## config.mk

```make
export PLATFORM = sky130hd
export DESIGN_NAME = ifetch_queue
export DESIGN_NICKNAME = d
export VERILOG_FILES = /design/src/rtl/ifetch_queue_pkg.sv /design/src/rtl/ifetch_fifo.sv /design/src/rtl/ifetch_queue.sv
export SDC_FILE = /design/constraint.sdc
export NUM_CORES = 1
export LEC_CHECK = 0
export CORE_MARGIN = 1.5
export CORE_UTILIZATION = 53
export DETAILED_ROUTE_END_ITERATION = 8
export GPL_ROUTABILITY_DRIVEN = 0
export GPL_TIMING_DRIVEN = 0
export PLACE_DENSITY = 0.87
export REMOVE_ABC_BUFFERS = 1
export SKIP_CTS_REPAIR_TIMING = 1
export SLEW_MARGIN = 40
export SYNTH_ARGS = -nofsm -noshare
export SYNTH_HDL_FRONTEND = slang
export SYNTH_SLANG_ARGS = --single-unit
```

## constraint.sdc

```tcl
create_clock -name clk_in -period 10 [get_ports clk_in]
set_input_delay 1 -clock clk_in [delete_from_list [all_inputs] [get_ports clk_in]]
set_output_delay 1 -clock clk_in [all_outputs]
set_load 0.02 [all_outputs]
```

## src/rtl/ifetch_queue_pkg.sv

```systemverilog
// Shared constants for the instruction fetch queue.
//   OPC_JAL / OPC_JALR : RV32 opcodes resolved or held by the fetcher
//   fetch_state_e      : fetch sequencer states
//   jal_imm            : reassembles the JAL offset from instruction bits [31:12]
package ifetch_queue_pkg;

  localparam logic [6:0] OPC_JAL  = 7'b1101111;
  localparam logic [6:0] OPC_JALR = 7'b1100111;

  typedef enum logic [1:0] {
    ST_IDLE,
    ST_WAIT,
    ST_JALR_HOLD,
    ST_DISCARD
  } fetch_state_e;

  // hi = ins[31:12]; result = {ins[31], ins[19:12], ins[20], ins[30:21], 0}
  function automatic logic [20:0] jal_imm(input logic [19:0] hi);
    return {hi[19], hi[7:0], hi[8], hi[18:9], 1'b0};
  endfunction

endpackage

```

## src/rtl/ifetch_fifo.sv

```systemverilog
// Synchronous DEPTH x WIDTH FIFO holding fetched instructions.
//   clk_in, rst_n_in : clock, asynchronous active-low reset
//   push, din        : write din at the tail
//   pop              : drop the head entry
//   flush            : empty the queue (wins over push/pop)
//   dout             : head entry
//   count            : number of valid entries
//   full, empty      : occupancy flags
module ifetch_fifo #(
  parameter int unsigned WIDTH = 96,
  parameter int unsigned DEPTH = 4
) (
  input  logic                     clk_in,
  input  logic                     rst_n_in,
  input  logic                     push,
  input  logic                     pop,
  input  logic                     flush,
  input  logic [WIDTH-1:0]         din,
  output logic [WIDTH-1:0]         dout,
  output logic [$clog2(DEPTH):0]   count,
  output logic                     full,
  output logic                     empty
);

  localparam int unsigned PTR_W = $clog2(DEPTH);
  localparam int unsigned CNT_W = PTR_W + 1;

  logic [WIDTH-1:0] mem [DEPTH];
  logic [PTR_W-1:0] rd_ptr;
  logic [PTR_W-1:0] wr_ptr;
  logic [CNT_W-1:0] cnt;
  logic             do_push;
  logic             do_pop;

  assign empty   = (cnt == '0);
  assign full    = (cnt == CNT_W'(DEPTH));
  assign do_pop  = pop && !empty;
  // A push at full is accepted only when the same-cycle pop frees a slot.
  assign do_push = push && (!full || do_pop);
  assign dout    = mem[rd_ptr];
  assign count   = cnt;

  always_ff @(posedge clk_in or negedge rst_n_in) begin
    if (!rst_n_in) begin
      rd_ptr <= '0;
      wr_ptr <= '0;
      cnt    <= '0;
      for (int unsigned i = 0; i < DEPTH; i++) begin
        mem[i] <= '0;
      end
    end else if (flush) begin
      rd_ptr <= '0;
      wr_ptr <= '0;
      cnt    <= '0;
    end else begin
      if (do_push) begin
        mem[wr_ptr] <= din;
        wr_ptr      <= wr_ptr + PTR_W'(1);
      end
      if (do_pop) begin
        rd_ptr <= rd_ptr + PTR_W'(1);
      end
      if (do_push && !do_pop) begin
        cnt <= cnt + CNT_W'(1);
      end else if (do_pop && !do_push) begin
        cnt <= cnt - CNT_W'(1);
      end
    end
  end

endmodule

```

## src/rtl/ifetch_queue.sv

```systemverilog
// Instruction fetcher with a DEPTH-entry queue between icache and decoder.
// One icache request outstanding at a time; JAL resolved locally, JALR holds
// the stream until its target arrives, others follow the branch predictor.
//   clk_in, rst_n_in, rdy_in           : clock, async active-low reset, stall (low)
//   fetch_valid, fetch_pc              : icache request
//   icache_valid, icache_ins           : icache response pulse
//   dec_valid/ready, dec_ins/pc/pred_pc: queue head towards the decoder
//   bp_ins, bp_pc, bp_pred_pc          : combinational predictor lookup
//   br_reset, br_pc                    : ROB mispredict flush
//   jalr_clear, jalr_pc                : resolved JALR target
module ifetch_queue
  import ifetch_queue_pkg::*;
#(
  parameter int unsigned     XLEN     = 32,
  parameter int unsigned     DEPTH    = 4,
  parameter logic [XLEN-1:0] RESET_PC = '0
) (
  input  logic            clk_in,
  input  logic            rst_n_in,
  input  logic            rdy_in,
  output logic            fetch_valid,
  output logic [XLEN-1:0] fetch_pc,
  input  logic            icache_valid,
  input  logic [31:0]     icache_ins,
  output logic            dec_valid,
  input  logic            dec_ready,
  output logic [31:0]     dec_ins,
  output logic [XLEN-1:0] dec_pc,
  output logic [XLEN-1:0] dec_pred_pc,
  output logic [31:0]     bp_ins,
  output logic [XLEN-1:0] bp_pc,
  input  logic [XLEN-1:0] bp_pred_pc,
  input  logic            br_reset,
  input  logic [XLEN-1:0] br_pc,
  input  logic            jalr_clear,
  input  logic [XLEN-1:0] jalr_pc
);

  localparam int unsigned EW    = 32 + 2 * XLEN;
  localparam int unsigned CNT_W = $clog2(DEPTH) + 1;

  fetch_state_e     state, state_nxt;
  logic [XLEN-1:0]  pc, pc_nxt;
  logic             fv_nxt;
  logic [XLEN-1:0]  fpc_nxt;
  logic             push_req;
  logic [XLEN-1:0]  pred;
  logic [20:0]      imm21;
  logic [XLEN-1:0]  jal_off;
  logic [6:0]       opcode;

  logic [EW-1:0]    head;
  logic [CNT_W-1:0] fifo_count;
  logic             fifo_full;
  logic             fifo_empty;
  logic             fifo_push;
  logic             fifo_pop;
  logic             fifo_flush;

  assign bp_ins  = icache_ins;
  assign bp_pc   = pc;
  assign opcode  = icache_ins[6:0];
  assign imm21   = jal_imm(icache_ins[31:12]);
  assign jal_off = {{(XLEN-21){imm21[20]}}, imm21};

  always_comb begin
    pred = bp_pred_pc;
    if (opcode == OPC_JAL) begin
      pred = pc + jal_off;
    end else if (opcode == OPC_JALR) begin
      pred = pc + XLEN'(4);
    end
  end

  always_comb begin
    state_nxt = state;
    pc_nxt    = pc;
    fv_nxt    = fetch_valid;
    fpc_nxt   = fetch_pc;
    push_req  = 1'b0;
    if (br_reset) begin
      pc_nxt = br_pc & ~XLEN'(1);
      fv_nxt = 1'b0;
      // An unanswered request still has a response in flight; swallow it.
      state_nxt = (state == ST_WAIT && !icache_valid) ? ST_DISCARD : ST_IDLE;
    end else begin
      case (state)
        ST_IDLE: begin
          if (fifo_count < CNT_W'(DEPTH)) begin
            fv_nxt    = 1'b1;
            fpc_nxt   = pc;
            state_nxt = ST_WAIT;
          end else begin
            fv_nxt = 1'b0;
          end
        end
        ST_WAIT: begin
          if (icache_valid) begin
            push_req = 1'b1;
            fv_nxt   = 1'b0;
            if (opcode == OPC_JALR) begin
              state_nxt = ST_JALR_HOLD;
            end else begin
              pc_nxt    = pred;
              state_nxt = ST_IDLE;
            end
          end
        end
        ST_JALR_HOLD: begin
          fv_nxt = 1'b0;
          if (jalr_clear) begin
            pc_nxt    = jalr_pc;
            state_nxt = ST_IDLE;
          end
        end
        ST_DISCARD: begin
          fv_nxt = 1'b0;
          if (icache_valid) begin
            state_nxt = ST_IDLE;
          end
        end
        default: state_nxt = ST_IDLE;
      endcase
    end
  end

  always_ff @(posedge clk_in or negedge rst_n_in) begin
    if (!rst_n_in) begin
      state       <= ST_IDLE;
      pc          <= RESET_PC;
      fetch_valid <= 1'b0;
      fetch_pc    <= '0;
    end else if (rdy_in) begin
      state       <= state_nxt;
      pc          <= pc_nxt;
      fetch_valid <= fv_nxt;
      fetch_pc    <= fpc_nxt;
    end
  end

  assign fifo_flush = rdy_in && br_reset;
  assign fifo_pop   = rdy_in && !br_reset && dec_valid && dec_ready;
  assign fifo_push  = rdy_in && push_req && (!fifo_full || fifo_pop);

  ifetch_fifo #(
    .WIDTH (EW),
    .DEPTH (DEPTH)
  ) u_fifo (
    .clk_in   (clk_in),
    .rst_n_in (rst_n_in),
    .push     (fifo_push),
    .pop      (fifo_pop),
    .flush    (fifo_flush),
    .din      ({icache_ins, pc, pred}),
    .dout     (head),
    .count    (fifo_count),
    .full     (fifo_full),
    .empty    (fifo_empty)
  );

  assign dec_valid   = !fifo_empty;
  assign dec_ins     = head[EW-1 -: 32];
  assign dec_pc      = head[2*XLEN-1 -: XLEN];
  assign dec_pred_pc = head[XLEN-1:0];

endmodule
```

; After elaboration in Yosys (flattened, before gate mapping)
; Cells that the tools add are included.
[totals]
wordCells = 103
output_inout_bits = 194
inputBits = 135
ff_bits = 458
[classes]
n_reduce_logical = 32
bitwise = 4
addsub = 6
n_lt_le_gt_ge = 4
n_eq_ne = 11
muxes = 35
[op_table]
columns = cell, n
row1 = 384-bit bitwise mux, 1
row2 = 96-bit two-way mux, 3
row3 = 96-bit binary-select mux with 2-bit select, 1
row4 = 96-bit demux with 2-bit select, 1
row5 = 32-bit two-way mux, 6
row6 = 32-bit case mux with 2 select lines, 1
row7 = 32-bit by 3-bit adder with 32-bit output (second input constant), 1
row8 = 32-bit adder, 1
row9 = 2-bit two-way mux, 11
row10 = 3-bit inequality test (second input constant), 5
row11 = 7-bit == test (second input constant), 2
row12 = 1-bit logical AND, 12
row13 = 5-bit AND reduction, 2
row14 = 3-bit two-way mux, 3
row15 = 2-bit case mux with 4 select lines, 1
row16 = 3-bit greater-or-equal comparator (second input constant), 2
row17 = 1-bit logical NOT, 6
row18 = 1-bit two-way mux, 6
row19 = 2-bit inverter with 3-bit output, 2
row20 = 3-bit nonzero test, 2
row21 = 2-bit by 1-bit adder with 2-bit output (second input constant), 2
row22 = 2-bit == test (second input constant), 2
row23 = 2-bit AND reduction, 2
row24 = 4-bit AND reduction, 1
row25 = 13 further kinds, 16

; Logic depth before layout (Yosys ltp)
; Gate-level depths: netlist of the first run.
[depth]
word_depth = 12
ltp_mapped = 12
mapped_depth_nobuf = 12

; Cells and area by module
; Synthesis of the first run repeated with hierarchy kept, for this count alone.
[unflattened]
cells_unflattened = 1794
hier_area_um2 = 23900.4
[modules_own_cells]
columns = module, cells_per_inst, seq_area_each_um2, area_per_inst_um2, n_inst
row1 = ifetch_fifo, 994, 9784.4, 17553.1, 1
row2 = ifetch_queue, 800, 1676.6, 6347.3, 1

; Worst setup path before layout of the first run
; No wires, ideal clock.
[synth_path]
path_type = input-to-reg
from = in icache_ins[21]
to = reg pc[27] (netlist: bp_pc[27])
t_arrival_ps = 3671
slack_ps = 6203
required_time_ps = 9874
setup_time_ps = 126
n_path_buf = 0
cell_stages = 12
cell_sequence = ha_1 > inv_1 > fa_1 > nor2b_1 > o21a_1 > a311o_1 > a41o_1 > o2111a_1 > or4_1 > a32oi_2 > a211oi_1 > a221o_1
[synth_between]
elab_chain_cells = 6
[synth_rtl]
columns = element, line_no
row1 = "start, declared", ifetch_queue.sv:24  ; input logic [31:0] icache_ins,
row2 = 32-bit adder, ifetch_queue.sv:69  ; pred = pc + jal_off;
row3 = 32-bit two-way mux, ifetch_queue.sv:68  ; if (opcode == OPC_JAL) begin
row4 = 32-bit two-way mux, ifetch_queue.sv:101  ; if (opcode == OPC_JALR) begin
row5 = 32-bit two-way mux, ifetch_queue.sv:98  ; if (icache_valid) begin
row6 = 32-bit case mux with 2 select lines, ifetch_queue.sv:87  ; case (state)
row7 = 32-bit two-way mux, ifetch_queue.sv:81  ; if (br_reset) begin
row8 = "end signal, assigned", ifetch_queue.sv:135  ; pc <= pc_nxt;
row9 = "end, declared", ifetch_queue.sv:43  ; logic [XLEN-1:0] pc, pc_nxt;
; No other way between the ends. The select of a mux whose other input is x is not followed.
; A chain may end at the register's enable or synchronous reset.

; Worst setup path after layout of the first run
[layout_path]
from = in icache_ins[21]
to = reg u_fifo.mem[122] in the netlist's numbering
[layout_between]
elab_chain_cells = 3
[layout_rtl]
columns = element, line_no
row1 = 32-bit adder, ifetch_queue.sv:69
row2 = 32-bit two-way mux, ifetch_queue.sv:68
row3 = 384-bit bitwise mux, ifetch_fifo.sv:57  ; mem[wr_ptr] <= din;
row4 = "end signal, assigned by index", ifetch_fifo.sv:57
row5 = "end, declared", ifetch_fifo.sv:28  ; logic [WIDTH-1:0] mem [DEPTH];
; No other way between the ends.

==> metrics.txt, run 1 <==
# TYPE chip_impl_metric gauge
chip_impl_metric{name="synth.top_cell.area_share",unit="%"} 49.60
chip_impl_metric{name="routed_wl",unit="µm"} 74640
chip_impl_metric{name="synthSimpleGateAreaFrac",unit="%"} 20.34
chip_impl_metric{name="row_count",unit=""} 76
chip_impl_metric{name="buffer_ports.inserted",unit=""} 327
chip_impl_metric{name="max-cap-violations",unit=""} 0
chip_impl_metric{name="fin_worst_skew",unit="ps"} 25.43
chip_impl_info{name="critical_path_class",value="input port to flip-flop"} 1
chip_impl_metric{name="fin_crit_sh",unit="%"} 45.96
chip_impl_metric{name="ff_latch_area",unit="mm²"} 0.01147
chip_impl_info{name="synth_top_family_by_area",value="simple AND/OR/NAND/NOR gates"} 1
chip_impl_metric{name="min_period",unit="ps"} 4596
chip_impl_metric{name="ys.warnings.count",unit=""} 0
chip_impl_info{name="setup_repair_after_global_routing_missed_its_margin",value="false"} 1
chip_impl_metric{name="tightest_slew",unit="ps"} 851.4
chip_impl_info{name="result_of_the_run",value="complete, no violations"} 1
chip_impl_metric{name="clock_sinks",unit=""} 458
chip_impl_metric{name="setup_ws",unit="ps"} 5404
chip_impl_metric{name="post_route_cells_drive_above_1_share",unit="%"} 11.09
chip_impl_info{name="end_kind",value="flip-flop"} 1
chip_impl_metric{name="antenna_violations_before_repair",unit=""} 10
chip_impl_metric{name="worst_ir_drop_vdd",unit="mV"} 0.1717
chip_impl_metric{name="post_synth_fa_ha_maj_area_fraction",unit="%"} 2.069
chip_impl_metric{name="post_drt_via_cell_ratio",unit=""} 6.093
chip_impl_metric{name="finalHoldViolCount",unit=""} 0
chip_impl_metric{name="dieWidth",unit="µm"} 211.8
chip_impl_info{name="timing.critical_path.from_type",value="input port"} 1
chip_impl_metric{name="reg2regPathDepth",unit=""} 10
chip_impl_info{name="crit_start",value="icache_ins[21]"} 1
chip_impl_metric{name="grt.overflow.total",unit=""} 0
chip_impl_metric{name="clockBufferDepth",unit=""} 3
chip_impl_metric{name="syn-instance-count",unit=""} 2465
chip_impl_metric{name="dieArea",unit="mm²"} 0.04486
chip_impl_metric{name="arrival",unit="ps"} 5060
chip_impl_metric{name="synthXorXnorAreaFrac",unit="%"} 1.933
chip_impl_metric{name="power_density_over_the_cells",unit="mW/mm²"} 265.5
chip_impl_metric{name="multi_input_area",unit="mm²"} 0.01078
chip_impl_metric{name="floorplan.initialDensity",unit="%"} 53.64
chip_impl_metric{name="power.leakage",unit="µW"} 0.01346
chip_impl_metric{name="routedWlPerCell",unit="µm"} 22.57
chip_impl_info{name="synthMostInstantiatedCell",value="nand2_1"} 1
chip_impl_metric{name="synth-compound-area-share",unit="%"} 9.065
chip_impl_metric{name="worstSkewPairLatency",unit="ps"} 600
chip_impl_metric{name="detailedPlace.worstSlack",unit="ps"} 4957
chip_impl_metric{name="asyncSetResetFlopFracSynth",unit="%"} 100.0
chip_impl_info{name="critical_path.reg2reg.endpoint",value="u_fifo.mem[122]$_DFFE_PN0P_"} 1
chip_impl_metric{name="path_max_fanout",unit=""} 6
chip_impl_metric{name="htreeDepth",unit=""} 2
chip_impl_metric{name="design.final.nets",unit=""} 2853
chip_impl_metric{name="final_antenna_net_count",unit=""} 0
chip_impl_metric{name="firstDrtPassIters",unit=""} 6
chip_impl_metric{name="fillCellCount",unit=""} 3169
chip_impl_info{name="ys_top_cells_by_area",value="dfrtp_1 50%, nand2_1 16%, mux4_2 9.4%"} 1
chip_impl_metric{name="fp.coreArea",unit="mm²"} 0.04308
chip_impl_metric{name="ys_seq_elements",unit=""} 458
chip_impl_metric{name="maxSlewViolCount",unit=""} 0
chip_impl_metric{name="fmaxAchievable",unit="GHz"} 0.2176
chip_impl_metric{name="syn_area",unit="mm²"} 0.02311
chip_impl_metric{name="synth.mux.area_fraction",unit="%"} 12.75
chip_impl_metric{name="timing.slew.headroom",unit="%"} 43.24
chip_impl_metric{name="totalNegativeSetupSlack",unit="ps"} 0
chip_impl_metric{name="first_global_vias",unit=""} 20880
chip_impl_metric{name="hpwlAfterDp",unit="µm"} 49470
chip_impl_metric{name="total_number_of_vias",unit=""} 20150
chip_impl_metric{name="timing.final.setup_violations",unit=""} 0
chip_impl_metric{name="area.growth.synth_to_final",unit="%"} 24.09
chip_impl_metric{name="first_iter_violations",unit=""} 2016
chip_impl_info{name="tritoncts",value="done"} 1
chip_impl_info{name="synthFlopType",value="dfrtp_1"} 1
chip_impl_metric{name="synth_edf_count",unit=""} 0
chip_impl_metric{name="io_pins",unit=""} 329
chip_impl_metric{name="netlist-cell-type-count",unit=""} 64
chip_impl_metric{name="utilization",unit="%"} 66.56
chip_impl_info{name="min-delay-path-class",value="input port to asynchronous set/reset pin"} 1
chip_impl_metric{name="grt_start_max_net_pins",unit=""} 81
chip_impl_metric{name="cts_buffers",unit=""} 48
chip_impl_info{name="ctsRootBufferMaster",value="clkbuf_16"} 1
chip_impl_metric{name="die_height",unit="µm"} 211.8
chip_impl_metric{name="grt_first_pass_wirelength",unit="µm"} 115300
chip_impl_info{name="synthDominantAreaCellType",value="dfrtp_1"} 1
chip_impl_info{name="rr_startpoint",value="bp_pc[3]$_DFFE_PN0P_"} 1
chip_impl_metric{name="syn_avg_cell_area",unit="µm²"} 9.374
chip_impl_metric{name="sequential_share_of_the_synthesized_area",unit="%"} 49.60
chip_impl_metric{name="required",unit="ps"} 10470
chip_impl_info{name="ys_top_cells_by_count",value="987 x nand2_1, 458 x dfrtp_1, 157 x clkbuf_1"} 1
chip_impl_metric{name="track_usage",unit="%"} 33.73
chip_impl_metric{name="remaining_drc_errors",unit=""} 0
chip_impl_metric{name="r2r_setup_slack",unit="ps"} 5740
chip_impl_metric{name="clk_pin_slew_worst_paths",unit="ps"} 60
[layout make-up]
cell class / instances / share of cell area (%)
Antenna cell: 7 / 0.06109
Clock buffer: 74 / 4.883
Clock inverter: 10 / 0.3753
Inverter: 23 / 0.3011
Multi-Input combinational cell: 1778 / 37.61
Sequential cell: 458 / 40.00
Tap cell: 585 / 2.553
Timing Repair Buffer: 372 / 14.22
[layout by cell type (no fill, tap or decap), types with 25 or more instances in the layout]
cell | netlist | routed
nand3_1 | 29 | 28
o21ai_0 | 132 | 132
clkbuf_16 | 0 | 49
xnor2_1 | 26 | 26
ha_1 | 35 | 35
clkdlybuf4s50_1 | 0 | 323
buf_12 | 0 | 27
xor2_1 | 25 | 25
mux2_2 | 58 | 58
nand2_1 | 987 | 981
dfrtp_1 | 458 | 456
nor2_1 | 84 | 82
a21oi_1 | 76 | 76
mux4_2 | 96 | 96
[sequential cells by signal, summed over array words and instances (netlist names)]
signal         cells
u_fifo.count       3
bp_pc             32
u_fifo.mem       384
u_fifo.rd_ptr      2
u_fifo.wr_ptr      2
state              2
fetch_valid        1
fetch_pc          32
[worst max-delay path by stage]
stage / end / slack, ps / depth (start not counted)
2_1_floorplan: dec_ins[30] / 4480 / 1
3_3_place_gp: u_fifo.mem[152]$_DFFE_PN0P_ / -10970 / 1
3_5_place_dp: u_fifo.mem[122]$_DFFE_PN0P_ / 4960 / 11
4_1_cts: u_fifo.mem[122]$_DFFE_PN0P_ / 5560 / 11
5_1_grt: bp_pc[31]$_DFFE_PN0P_ / 5280 / 11
6_report: u_fifo.mem[122]$_DFFE_PN0P_ / 5400 / 11
[report_power, final]
group	switching [µW]	internal, µW	total (µW)
registers	455	2380	2840
logic	1560	1460	3020
clock network	744	1010	1750
total	2760	4850	7610
[through the flow]
step | power, µW | hold slack, ps | cell area, µm² | cells
floorplan | 4471 | 433.4 | 22210 | 2259
global placement | 5693 | 444.5 | 26220 | 3171
detailed placement | 5840 | 457.1 | 27150 | 3216
CTS | 7619 | 386.9 | 28660 | 3300
global route | 7975 | 407.6 | 28670 | 3304
finish | 7612 | 368.0 | 28670 | 3307
[worst max-delay path: stages]
cell and delay, ps:
clkdlybuf4s50_1 530, ha_1 320, a211oi_1 350, o21ai_0 230, a31oi_1 530, o221ai_1 330
a211oi_1 760, o21ai_0 260, xnor2_1 200, a21o_1 240, mux2_2 280
[cells by family after synthesis]
group                    count (synthesis)
AO/OA/AOI/OAI                          340
XOR/XNOR                                51
adder cells (fa/ha/maj)                 37
buffers and inverters                  229
flip-flops                             458
multiplexers                           167
AND/OR/NAND/NOR                       1183
[layer usage]
metal  GRT usage, %  share of wire (%)
met5              0              0.074
met4          16.82                5.0
met3          7.432                9.2
met2          54.84                 48
met1          42.75                 38
No activity file was read; power rests on OpenSTA's default activity.
==> run 2: changes to the inputs <==
--- a/config.mk
+++ b/config.mk
@@ -6,11 +6,11 @@
 export NUM_CORES = 1
 export LEC_CHECK = 0
 export CORE_MARGIN = 1.5
-export CORE_UTILIZATION = 53
+export CORE_UTILIZATION = 50
 export DETAILED_ROUTE_END_ITERATION = 8
 export GPL_ROUTABILITY_DRIVEN = 0
 export GPL_TIMING_DRIVEN = 0
-export PLACE_DENSITY = 0.87
+export PLACE_DENSITY = 0.86
 export REMOVE_ABC_BUFFERS = 1
 export SKIP_CTS_REPAIR_TIMING = 1
 export SLEW_MARGIN = 40
==> constraint.sdc (replaced) <==
create_clock -name clk_in -period 4.1 [get_ports clk_in]
set_input_delay 0.41 -clock clk_in [delete_from_list [all_inputs] [get_ports clk_in]]
set_output_delay 0.41 -clock clk_in [all_outputs]
set_load 0.02 [all_outputs]
==> run 2 against run 1 <==
- clock skew shrank 6.9 ps
- power grew to 2.5 times the previous value
- via count is essentially flat
- clock power grew to 2.7 times the previous value
- first-iteration DRC count grew 19%
- combinational power grew 140%
- count of clock-buffer cells in the layout shrank 7
- setup slack lost 5400 ps
- routed wire length is essentially flat
- flip-flop and latch count is the same
- critical path type unchanged
==> metrics.txt, run 2 (synthesis results as in run 1) <==
# TYPE chip_impl_metric gauge
chip_impl_metric{name="routedWlPerCell",unit="µm"} 22.45
chip_impl_metric{name="worst_ir_drop_vdd",unit="mV"} 0.4362
chip_impl_metric{name="first_global_vias",unit=""} 20540
chip_impl_metric{name="power_density_over_the_cells",unit="mW/mm²"} 659.6
chip_impl_metric{name="final_antenna_net_count",unit=""} 0
chip_impl_metric{name="post_route_cells_drive_above_1_share",unit="%"} 11.45
chip_impl_metric{name="cts_buffers",unit=""} 48
chip_impl_metric{name="timing.final.setup_violations",unit=""} 0
chip_impl_metric{name="remaining_drc_errors",unit=""} 0
chip_impl_metric{name="row_count",unit=""} 78
chip_impl_info{name="critical_path.slowest_cell",value="nor2_1"} 1
chip_impl_metric{name="timing.slew.headroom",unit="%"} 40.75
chip_impl_info{name="result_of_the_run",value="complete, no violations"} 1
chip_impl_metric{name="firstDrtPassIters",unit=""} 7
chip_impl_metric{name="post-place-cells",unit=""} 3229
chip_impl_metric{name="worstSkewPairLatency",unit="ps"} 580
chip_impl_metric{name="fillCellCount",unit=""} 3485
chip_impl_metric{name="post_drt_via_cell_ratio",unit=""} 6.064
chip_impl_metric{name="path_buf_inv",unit=""} 2
chip_impl_metric{name="utilization",unit="%"} 63.69
chip_impl_info{name="path_delay_family",value="simple AND/OR/NAND/NOR gates"} 1
chip_impl_metric{name="power.leakage",unit="µW"} 0.01357
chip_impl_metric{name="required",unit="ps"} 4540
chip_impl_metric{name="r2r_setup_slack",unit="ps"} 210
chip_impl_metric{name="routed_wl",unit="µm"} 74600
chip_impl_metric{name="htreeDepth",unit=""} 2
chip_impl_info{name="setup_repair_after_global_routing_missed_its_margin",value="false"} 1
chip_impl_metric{name="antenna_violations_before_repair",unit=""} 8
chip_impl_metric{name="fp.coreArea",unit="mm²"} 0.04548
chip_impl_metric{name="largest_register_ff_count",unit=""} 384
chip_impl_metric{name="clock_sinks",unit=""} 458
chip_impl_info{name="ctsRootBufferMaster",value="clkbuf_16"} 1
chip_impl_info{name="rr_startpoint",value="bp_pc[1]$_DFFE_PN0P_"} 1
chip_impl_metric{name="track_usage",unit="%"} 31.55
chip_impl_metric{name="grt_start_max_net_pins",unit=""} 81
chip_impl_metric{name="fin_crit_sh",unit="%"} 99.11
chip_impl_metric{name="finalHoldViolCount",unit=""} 0
chip_impl_info{name="min-delay-path-class",value="input port to asynchronous set/reset pin"} 1
chip_impl_metric{name="tightest_slew",unit="ps"} 885.9
chip_impl_metric{name="dieArea",unit="mm²"} 0.04751
chip_impl_metric{name="first_iter_violations",unit=""} 2409
chip_impl_info{name="critical_path_class",value="input port to flip-flop"} 1
chip_impl_metric{name="arrival",unit="ps"} 4500
chip_impl_metric{name="fmaxAchievable",unit="GHz"} 0.2461
chip_impl_metric{name="grt.overflow.total",unit=""} 0
chip_impl_metric{name="hpwlAfterDp",unit="µm"} 49650
chip_impl_metric{name="dieWidth",unit="µm"} 218.0
chip_impl_metric{name="design.final.nets",unit=""} 2853
chip_impl_info{name="mostFrequentLayoutCells",value="981 x nand2_1, 456 x dfrtp_1, 324 x clkdlybuf4s50_1"} 1
chip_impl_metric{name="io_pins",unit=""} 329
chip_impl_metric{name="area.growth.synth_to_final",unit="%"} 25.36
chip_impl_metric{name="min_period",unit="ps"} 4063
chip_impl_metric{name="instances_no_fill",unit=""} 3323
chip_impl_metric{name="critical_path.max_stage_delay",unit="ps"} 660
chip_impl_metric{name="maxSlewViolCount",unit=""} 0
chip_impl_metric{name="total_number_of_vias",unit=""} 20150
chip_impl_info{name="top_register",value="u_fifo.mem"} 1
chip_impl_metric{name="path_max_fanout",unit=""} 26
chip_impl_metric{name="max-cap-violations",unit=""} 0
chip_impl_metric{name="fin_worst_skew",unit="ps"} 18.49
chip_impl_metric{name="clk_pin_slew_worst_paths",unit="ps"} 60
chip_impl_info{name="tritoncts",value="done"} 1
chip_impl_metric{name="hold_slack",unit="ps"} 308.2
chip_impl_metric{name="die_height",unit="µm"} 218.0
chip_impl_metric{name="buffer_ports.inserted",unit=""} 327
chip_impl_info{name="end_kind",value="flip-flop"} 1
chip_impl_info{name="timing.critical_path.from_type",value="input port"} 1
chip_impl_metric{name="clockBufferDepth",unit=""} 3
chip_impl_metric{name="floorplan.initialDensity",unit="%"} 50.81
chip_impl_info{name="crit_start",value="icache_ins[5]"} 1
chip_impl_info{name="most_common_cell_after_layout_fill_and_taps_aside",value="nand2_1"} 1
chip_impl_metric{name="grt_first_pass_wirelength",unit="µm"} 115000
chip_impl_info{name="critical_path.cell_chain",value="clkdlybuf4s50_1 > and4b_1 > nand3_4 > buf_12 > nor2_1 > o21ai_0 > and2_2 > nand2_2 > nor3_1 > a221oi_1 > o31ai_1"} 1
run 2: layer usage:
metal	routed length, µm	track usage (%)	vias up
li1	-	-	8723
met1	29130	41.64	9974
met2	35460	50.61	1222
met3	6615	5.146	229
met4	3375	15.91	4
met5	21	0	-
run 2: report_power, final:
group	total [µW]	switching [µW]	internal [µW]	leakage, µW
clock	4810	1830	2980	0.000844
combinational	7380	3810	3570	0.00665
sequential	6920	1110	5810	0.00608
run 2: path summary, 6_finish.rpt:
kind	to	cells after the start
max	bp_pc[31]$_DFFE_PN0P_	11
min	u_fifo.mem[381]$_DFFE_PN0P_	2
max reg2reg	bp_pc[27]$_DFFE_PN0P_	12
min reg2reg	u_fifo.mem[111]$_DFFE_PN0P_	2
max in group asynchronous	u_fifo.mem[191]$_DFFE_PN0P_	5
min in group clk_in	bp_pc[11]$_DFFE_PN0P_	3
run 2: cell type report:
class / instances / area, µm² / area share [%]
timing repair buffer: 372 / 4098 / 14.15
clock inverter: 19 / 352.8 / 1.218
multi-input combinational: 1778 / 10810 / 37.32
tap: 600 / 750.7 / 2.592
inverter: 23 / 86.33 / 0.2980
antenna: 6 / 15.01 / 0.05183
clock buffer: 67 / 1384 / 4.777
sequential: 458 / 11470 / 39.59
run 2: worst register-to-register path, delay by kind of cell, from the launching register on:
family,cells,cell delay (ps)
compound gates,7,2080
fa+ha+maj,2,500
buf+inv,1,90
flops,1,490
simple gates,2,620
run 2: stage by stage:
stage               total power, µW  worst slack (ps)  instance area, µm²  setup TNS, ps
floorplan                     10900            -831.7               22210         -87540
global placement              13910            -16300               26240       -9615820
detailed placement            14240            -705.1               27160         -12170
CTS                           19110            -106.9               28900         -122.2
global route                  19960            0.1710               28970              0
finish                        19110             36.50               28970              0
